File: config.mk
export PLATFORM = sky130hd
export DESIGN_NAME = cmos_pixel_packer
export DESIGN_NICKNAME = d
export VERILOG_FILES = /design/src/rtl/cmos_pixel_packer.sv
export SDC_FILE = /design/constraint.sdc
export NUM_CORES = 1
export LEC_CHECK = 0
export ABC_AREA = 1
export ABC_CLOCK_PERIOD_IN_PS = 3600
export BUFFER_PORTS_ARGS = -buffer_cell sky130_fd_sc_hd__buf_2
export CORE_ASPECT_RATIO = 1.25
export CORE_UTILIZATION = 64
export DETAILED_ROUTE_END_ITERATION = 8
export GPL_TIMING_DRIVEN = 0
export HOLD_SLACK_MARGIN = 0.08
export PLACE_DENSITY = 0.85
export SYNTH_ARGS = -nofsm -noshare
export SYNTH_HDL_FRONTEND = slang
export SYNTH_SLANG_ARGS = --single-unit
File: constraint.sdc
create_clock -name cmos_pclk -period 3.6 [get_ports cmos_pclk]
set_input_delay 0.72 -clock cmos_pclk [delete_from_list [all_inputs] [get_ports cmos_pclk]]
set_output_delay 0.72 -clock cmos_pclk [all_outputs]
set_load 0.01 [all_outputs]
File: src/rtl/cmos_pixel_packer.sv
// CMOS capture stage: pairs 8-bit sensor bytes into 16-bit FIFO words, skips settling frames,
// flags FIFO overflow and line/frame length errors. Optional line tag words: CMOS_LINE_TAG_EN.
module cmos_pixel_packer #(
  parameter int SKIP_FRAMES = 10,
  parameter int H_WORDS     = 640,
  parameter int V_LINES     = 480
) (
  input  logic        cmos_pclk,
  input  logic        rst_n,
  input  logic        cmos_vsync,
  input  logic        cmos_href,
  input  logic [7:0]  cmos_data,
  input  logic        fifo_full,
  output logic        fifo_wr_en,
  output logic [15:0] fifo_wr_data,
  output logic        frame_done,
  output logic [11:0] line_cnt,
  output logic        overflow,
  output logic        len_err
);

  typedef enum logic [1:0] {
    ST_SKIP    = 2'd0,
    ST_WAIT_VS = 2'd1,
    ST_ACTIVE  = 2'd2
  } state_t;

  state_t      state_q;
  logic        vs_d0_q;
  logic        vs_d1_q;
  logic        href_d0_q;
  logic        href_d1_q;
  logic [7:0]  data_d0_q;
  logic [15:0] skip_cnt_q;
  logic        phase_q;
  logic [7:0]  hi_q;
  logic [15:0] word_cnt_q;

  logic        vs_rise_s;
  logic        href_fall_s;
  logic [15:0] line_words_s;

  assign vs_rise_s    = vs_d0_q & ~vs_d1_q;
  assign href_fall_s  = ~href_d0_q & href_d1_q;
  // A pending high byte at line end becomes a padded word, so it counts toward the line length.
  assign line_words_s = word_cnt_q + {15'd0, phase_q};

`ifdef CMOS_LINE_TAG_EN
  logic href_rise_s;
  assign href_rise_s = href_d0_q & ~href_d1_q;
`endif

  // Input registers and edge-detect history.
  always_ff @(posedge cmos_pclk or negedge rst_n) begin
    if (!rst_n) begin
      vs_d0_q   <= 1'b0;
      vs_d1_q   <= 1'b0;
      href_d0_q <= 1'b0;
      href_d1_q <= 1'b0;
      data_d0_q <= 8'h00;
    end else begin
      vs_d0_q   <= cmos_vsync;
      vs_d1_q   <= vs_d0_q;
      href_d0_q <= cmos_href;
      href_d1_q <= href_d0_q;
      data_d0_q <= cmos_data;
    end
  end

  // Frame FSM, byte pairing, FIFO write and status flags.
  always_ff @(posedge cmos_pclk or negedge rst_n) begin
    if (!rst_n) begin
      state_q      <= ST_SKIP;
      skip_cnt_q   <= 16'd0;
      phase_q      <= 1'b0;
      hi_q         <= 8'h00;
      word_cnt_q   <= 16'd0;
      fifo_wr_en   <= 1'b0;
      fifo_wr_data <= 16'h0000;
      frame_done   <= 1'b0;
      line_cnt     <= 12'd0;
      overflow     <= 1'b0;
      len_err      <= 1'b0;
    end else begin
      fifo_wr_en <= 1'b0;
      frame_done <= 1'b0;
      case (state_q)
        ST_SKIP: begin
          if (vs_rise_s) begin
            if (skip_cnt_q == 16'(SKIP_FRAMES - 1)) begin
              state_q    <= ST_WAIT_VS;
              skip_cnt_q <= 16'd0;
            end else begin
              skip_cnt_q <= skip_cnt_q + 16'd1;
            end
          end
        end
        ST_WAIT_VS: begin
          if (vs_rise_s) begin
            state_q    <= ST_ACTIVE;
            line_cnt   <= 12'd0;
            overflow   <= 1'b0;
            len_err    <= 1'b0;
            phase_q    <= 1'b0;
            word_cnt_q <= 16'd0;
          end
        end
        ST_ACTIVE: begin
          if (vs_rise_s) begin
            // Frame boundary wins over a simultaneous line end: partial byte is discarded.
            frame_done <= 1'b1;
            len_err    <= (line_cnt != 12'(V_LINES));
            overflow   <= 1'b0;
            line_cnt   <= 12'd0;
            phase_q    <= 1'b0;
            word_cnt_q <= 16'd0;
          end else if (href_d0_q) begin
`ifdef CMOS_LINE_TAG_EN
            if (href_rise_s) begin
              if (fifo_full) begin
                overflow <= 1'b1;
              end else begin
                fifo_wr_en   <= 1'b1;
                fifo_wr_data <= {4'hA, line_cnt};
              end
            end
`endif
            if (!phase_q) begin
              hi_q    <= data_d0_q;
              phase_q <= 1'b1;
            end else begin
              phase_q    <= 1'b0;
              word_cnt_q <= word_cnt_q + 16'd1;
              if (fifo_full) begin
                overflow <= 1'b1;
              end else begin
                fifo_wr_en   <= 1'b1;
                fifo_wr_data <= {hi_q, data_d0_q};
              end
            end
          end else if (href_fall_s) begin
            if (phase_q) begin
              if (fifo_full) begin
                overflow <= 1'b1;
              end else begin
                fifo_wr_en   <= 1'b1;
                fifo_wr_data <= {hi_q, 8'h00};
              end
            end
            if (line_words_s != 16'(H_WORDS)) begin
              len_err <= 1'b1;
            end
            if (line_cnt != 12'hFFF) begin
              line_cnt <= line_cnt + 12'd1;
            end
            word_cnt_q <= 16'd0;
            phase_q    <= 1'b0;
          end
        end
        default: begin
          state_q <= ST_SKIP;
        end
      endcase
    end
  end

endmodule

* Word-level counts from Yosys, hierarchy flattened
Index checks and enable logic that the tools add are counted.
** Storage, ports and cells
- Bits in registers :: 87
- Memory bits (read-only) :: 0
- Memory bits (writable) :: 0
- Bits in latches :: 0
- Word-level logic and storage cells :: 103
- Memories kept :: 0
** Cells by class
- Reductions and logical operators :: 11
- Multiplexer cells :: 48
- Shift operators :: 0
- Order comparisons :: 0
- Equal/unequal tests :: 17
- $mul :: 0
- Divide/modulo/power cells :: 0
- $add $sub $neg :: 4
- Bitwise operators :: 7
** Operator list (number)
- $mux W16 :: 12
- $mux W12 :: 5
- $add A16 B1 Y16 const B :: 2
- $pmux W16 S2 :: 1
- $pmux W12 S2 :: 1
- $mux W1 :: 22
- $add A16 B1 Y16 :: 1
- $eq A16 B4 Y1 const B :: 1
- $ne A16 B10 Y1 const B :: 1
- $add A12 B1 Y12 const B :: 1
- $ne A12 B12 Y1 const B :: 1
- $ne A12 B9 Y1 const B :: 1
- $ne A3 B3 Y1 const B :: 4
- $reduce_and A4 Y1 :: 3
- $ne A2 B2 Y1 const B :: 5
- $reduce_and A5 Y1 :: 2
- $ne A4 B4 Y1 const B :: 2
- $mux W2 :: 3
- $pmux W1 S2 :: 3
- $pmux W2 S3 :: 1
- $reduce_and A6 Y1 :: 1
- $not A1 Y1 :: 5
- $reduce_bool A2 Y1 :: 2
- $reduce_and A3 Y1 :: 1
- other kinds (5) :: 6

* Logic depth before layout (Yosys ltp)
- Depth after elaboration :: 7
- Gate-level depth with buffers :: 15
- Gate-level depth less buffers :: 14

* Worst setup path before layout
OpenSTA, ideal clock, no wires.
- Kind :: reg2reg
- From :: register state_q[0]
- To :: register line_cnt[5]
- Arrival time :: 1.707 ns
- Buffers on the path :: 2
- Stages on the path, launching flop included :: 16
- Setup slack :: 1.776 ns
- Cells stage by stage :: dfrtp_1 -> inv_1 -> ha_1 -> buf_6 -> inv_4 -> nor2_8 -> nand2_2 -> nand2_4 -> inv_6 -> nand2_8 -> inv_6 -> nand2_4 -> clkinv_4 -> buf_12 -> nand2_1 -> o21ai_2
** Between the ends
- Longest elaborated chain between the ends :: 3
- Elaborated cells between the ends (all ways) :: 9
- Those cells by class :: eq/ne (6); mux (1); reduce/logical (2)
** Ends and longest elaborated chain
- start: declaration :: line 28 : state_t state_q;
- start signal: assignment :: line 73 : state_q <= ST_SKIP;
- start signal: assignment :: line 91 : state_q <= ST_WAIT_VS;
- start signal: assignment :: line 100 : state_q <= ST_ACTIVE;
- $eq A2 B2 Y1 or $eq A2 B1 Y1 (tied branches) :: line 87 : case (state_q)
- $ne A3 B3 Y1 (no line) (tied with other cells)
- $reduce_and A5 Y1 (no line)
- end signal: assignment :: line 154 : line_cnt <= line_cnt + 12'd1;
- end: declaration :: line 17 : output logic [11:0] line_cnt,
Several ways; a longest one is shown, not always the timed one.
A chain may end at the register's enable or synchronous reset.

* Final worst setup path
- From :: register state_q[0]
- To :: register word_cnt_q[10]
** Between the ends
- Longest elaborated chain between the ends :: 3
- Elaborated cells between the ends (all ways) :: 8
- Those cells by class :: eq/ne (5); mux (1); reduce/logical (2)
** Ends and longest elaborated chain
- $eq A2 B2 Y1 or $eq A2 B1 Y1 (tied branches) :: line 87
- $ne A4 B4 Y1 (no line) (tied with other cells)
- $reduce_and A4 Y1 (no line)
- end signal: assignment :: line 133 : word_cnt_q <= word_cnt_q + 16'd1;
- end: declaration :: line 37 : logic [15:0] word_cnt_q;
Several ways; a longest one is shown, not always the timed one.

==> results.txt <==
The flow ran to the end, and the final reports show no timing, DRC or antenna violations. The count of endpoints failing hold in the final timing report is 0. The sum of internal, switching and leakage power is 2.894 mW. In this run the vertical extent of the chip is 97.01 um. The number of hold buffers added after CTS was 0. In this run the worst path has a maximum fanout of 10. The floorplan step defined a die boundary enclosing 7568 um^2. The logs give 2073 um^2 for the area taken by multi-input logic gates and 3880 for the via count. The post-route minimum period was 2070 ps.

Counting every net in the synthesized netlist gives 572. The placed instances occupy a cell area of 4985 um^2. The simple-gate area share of the yosys netlist is 0.3056. dfrtp_1 takes more of the synthesized area than any other cell.

The tools report the endpoint of the worst register-to-register path as word_cnt_q[10]. The worst-case IR drop observed on VDD is 431.7 uV. The number of inserted filler cells in the final layout was 529; the total setup buffers inserted after CTS was 0.

The detailed-routing iteration count for the pre-antenna-repair pass is 7, and the number of max-cap violations is 0. The top-area cell type share of the netlist area is 0.4710. TritonCTS built the clock tree.

The logs give 0.9066 for the final weighted congestion of routability-driven global placement and 628 for the number of nets at the end of the flow. For the overall global routing resource usage, the log shows 0.2810. Global routing finished with a remaining overflow of 0.

The number of cells on the worst reg-to-reg path is 12. Post-synthesis xor/xnor area fraction: 0.02463. The synthesized-area fraction occupied by ao, oa, aoi and oai cells works out to 0.09123. The repair_antennas step left the layout with diodes totalling 0.

The transition time at the pin with the least slew margin works out to 514.2 ps. The tools report the clock root buffer as clkbuf_8. The fraction of layout cells with a size suffix above 1 is 0.1754, and the mean cell area of the mapped netlist is 8.419 um^2. The floorplan has 34 rows. After synthesis, the largest family of logic cells by area is simple AND/OR/NAND/NOR gates. The path class of the tightest hold or removal check is in -> async. For this design, the sink count on the clock tree is 87. For the number of global-route vias before repair, the log shows 3808.

The max-slew violation count was 0. For the clock skew after layout, the log shows 17.30 ps. The share of flip-flops with an asynchronous set or reset after synthesis was 1.000. The sequential cells in the finished layout cover a total of 2177 um^2. From synthesis to final layout, the design area changed by 12.83%. The minimum setup slack among reg-to-reg paths is 1530 ps. The proportion of synthesized area in mux cells works out to 0. Width of the die: 78.01 um. The initial cell density of the core came out at 0.6625.

Summed over all failing endpoints, the final setup total negative slack is 0 ps. In the layout the commonest cells are nand2_1, dfrtp_1, inv_1. The number of antenna violations at the first check in global routing came out at 0. The first global-routing pass estimated 16.86 mm of wire. Fraction of the cycle the final worst path needs: 0.5751.

Setup repair after global routing left no endpoint under its margin. The number of CTS-inserted buffers was 9; the number of warnings printed during yosys synthesis was 0. The largest single stage delay on the critical path is 410 ps. The average wire per cell in the routed design is 13.86 um, and the maximum buffer depth of the clock tree is 2. For the number of instances in the synthesized netlist, the log shows 549. The count of unresolved DRC violations after routing was 0; the areal power density over the cells was 554.9 nW/um^2. The worst setup path is launched from a register.

The logs give 0 for the final antenna-violating net count and 350 ps for the clock latency on the worst-skew pair. Port buffering added 44 buffers. The critical path is of the reg -> reg type. The adder and majority cell fraction of the synthesized area came out at 0.02707. In the post-synthesis netlist, the biggest area contributors are dfrtp_1, nand2_1, inv_1, nand3_1, nor2_1. Among all flip-flop cells after synthesis, the most frequent one is dfrtp_1.

The cell with the largest stage delay on the worst path is dfrtp_1. The tools report the half-perimeter wire length after detailed placement as 7.012 mm. Category of cells accounting for the largest share of critical-path delay: simple AND/OR/NAND/NOR gates. The run gives 9.699 mm as the sum of routed wire length over all layers. The post-synthesis instance area is 4622 um^2, and the part of the Yosys area used for sequential elements is 0.4710. The synthesis-stage register bit count was 87. Traced cell by cell, the critical path runs through inv_1 -> ha_1 -> buf_6 -> inv_4 -> nor2_8 -> nand2_4 -> nor2_8 -> inv_1 -> nand2_2 -> nor2_2 -> o21ai_0 -> a21oi_1. The analysis attributes to cell leakage a power of 2.484 nW.

Entering global routing, the biggest net connects 55 pins. 45 I/O pins were placed. Relative slew slack: 0.6572. In the routed layout, each cell is associated on average with a via count of 5.543. Setup violations remaining at the end of the flow were counted as 0. The post-CTS clock slew at the launch and capture registers of the worst setup and hold paths is 100 ps. The total of cells resized after clock tree synthesis was 0. The H-tree was split into 3 levels. The worst setup path is captured at a register. Counting buffers and inverters, the worst setup path is 12 cells deep. For the worst setup path, the data arrival time is 2310 ps.

For the worst path required time, the log shows 3840 ps. Leaving out fill and tap cells, the most frequent cell in the layout is nand2_1. The floorplan step defined a core boundary enclosing 6977 um^2. In this run, synthesis inferred 0 flip-flops with an integrated enable. The detailed router finished its first iteration with 233 violations.

The number of different library cells used by synthesis comes to 43. After routing the design area is 5215 um^2. Static timing analysis puts the maximum clock frequency at 0.4830 GHz. The number of buffer and inverter instances along the worst setup path works out to 4.

The worst register-to-register path begins at state_q[0].
[state kept, by name, indices dropped and copies added, names as in the netlist]
register,count
href_d0_q,1
frame_done,1
fifo_wr_en,1
phase_q,1
vs_d1_q,1
hi_q,8
href_d1_q,1
skip_cnt_q,16
vs_d0_q,1
state_q,2
overflow,1
len_err,1
line_cnt,12
fifo_wr_data,16
data_d0_q,8
word_cnt_q,16
[area by class of cell]
cell class / instances / area share
Clock inverter: 7 / 0.02039
Sequential cell: 87 / 0.4175
Multi-Input combinational cell: 376 / 0.3976
Tap cell: 90 / 0.02159
Inverter: 78 / 0.05950
Clock buffer: 9 / 0.02375
Buffer: 8 / 0.01176
Timing Repair Buffer: 45 / 0.04798
[report_power, final]
group	switching, mW	total [mW]	internal (mW)
sequential	0.0830	1.20	1.12
combinational	0.598	0.920	0.322
clock	0.373	0.774	0.401
total	1.05	2.89	1.84
[cell families after synthesis]
logic type	count (synthesis)
xor gates and xnor gates	13
AOI/OAI and AO/OA	72
buffers and inverters	86
adders and majority gates	10
and+or+nand+nor	281
DFF	87
[worst reg2reg max path: cells and delay by family, from the launching register on]
kind	cells	cell delay, ps
AO/OA/AOI/OAI	2	190
adder cells (fa/ha/maj)	1	160
buffers and inverters	4	440
flip-flops	1	410
AND/OR/NAND/NOR	5	770
[Yosys cell counts, types with 4 or more instances]
| cell type | number |
|---|---|
| ha_1 | 10 |
| nand3_1 | 37 |
| clkbuf_1 | 5 |
| a21oi_1 | 12 |
| nor2_8 | 4 |
| nand3_2 | 4 |
| dfrtp_1 | 87 |
| nand4_1 | 18 |
| nand2_4 | 4 |
| o21ai_1 | 6 |
| xor2_1 | 12 |
| nor3_1 | 17 |
| nor2_1 | 48 |
| inv_1 | 74 |
| nand2_2 | 6 |
| o21ai_2 | 6 |
| o21ai_0 | 31 |
| nand2_1 | 122 |
| o22ai_1 | 10 |
[metal layers]
metal | track usage | share of wire | up-vias | wire [um]
li1 | - | - | 1906 | -
met1 | 0.3595 | 0.43 | 1832 | 4207
met2 | 0.4765 | 0.50 | 128 | 4848
met3 | 0.04528 | 0.052 | 14 | 502
met4 | 0.1083 | 0.015 | 0 | 141
met5 | 0 | 0 | - | 0
[how the worst max path moves through the flow]
| stage | to | slack (ps) | startpoint |
|---|---|---|---|
| after floorplan | line_cnt[5] | 1780 | state_q[0] |
| after global placement | data_d0_q[5] | 1120 | rst_n |
| after detailed placement | word_cnt_q[10] | 1500 | state_q[0] |
| after CTS | word_cnt_q[10] | 1500 | state_q[0] |
| after global routing | word_cnt_q[14] | 1310 | state_q[0] |
| final | word_cnt_q[10] | 1530 | state_q[0] |
[stage by stage]
| step | std cells | util | hold slack [ps] | setup WS [ps] |
|---|---|---|---|---|
| finish | 700 | 0.7475 | 318.8 | 1530 |
| global route | 700 | 0.7475 | 347.2 | 1312 |
| CTS | 700 | 0.7475 | 325.3 | 1504 |
| detailed placement | 684 | 0.7145 | 368.7 | 1500 |
| global placement | 683 | 0.7102 | 362.0 | 1117 |
| floorplan | 549 | - | 353.7 | 1776 |
No activity file was read; power rests on OpenSTA's default activity.
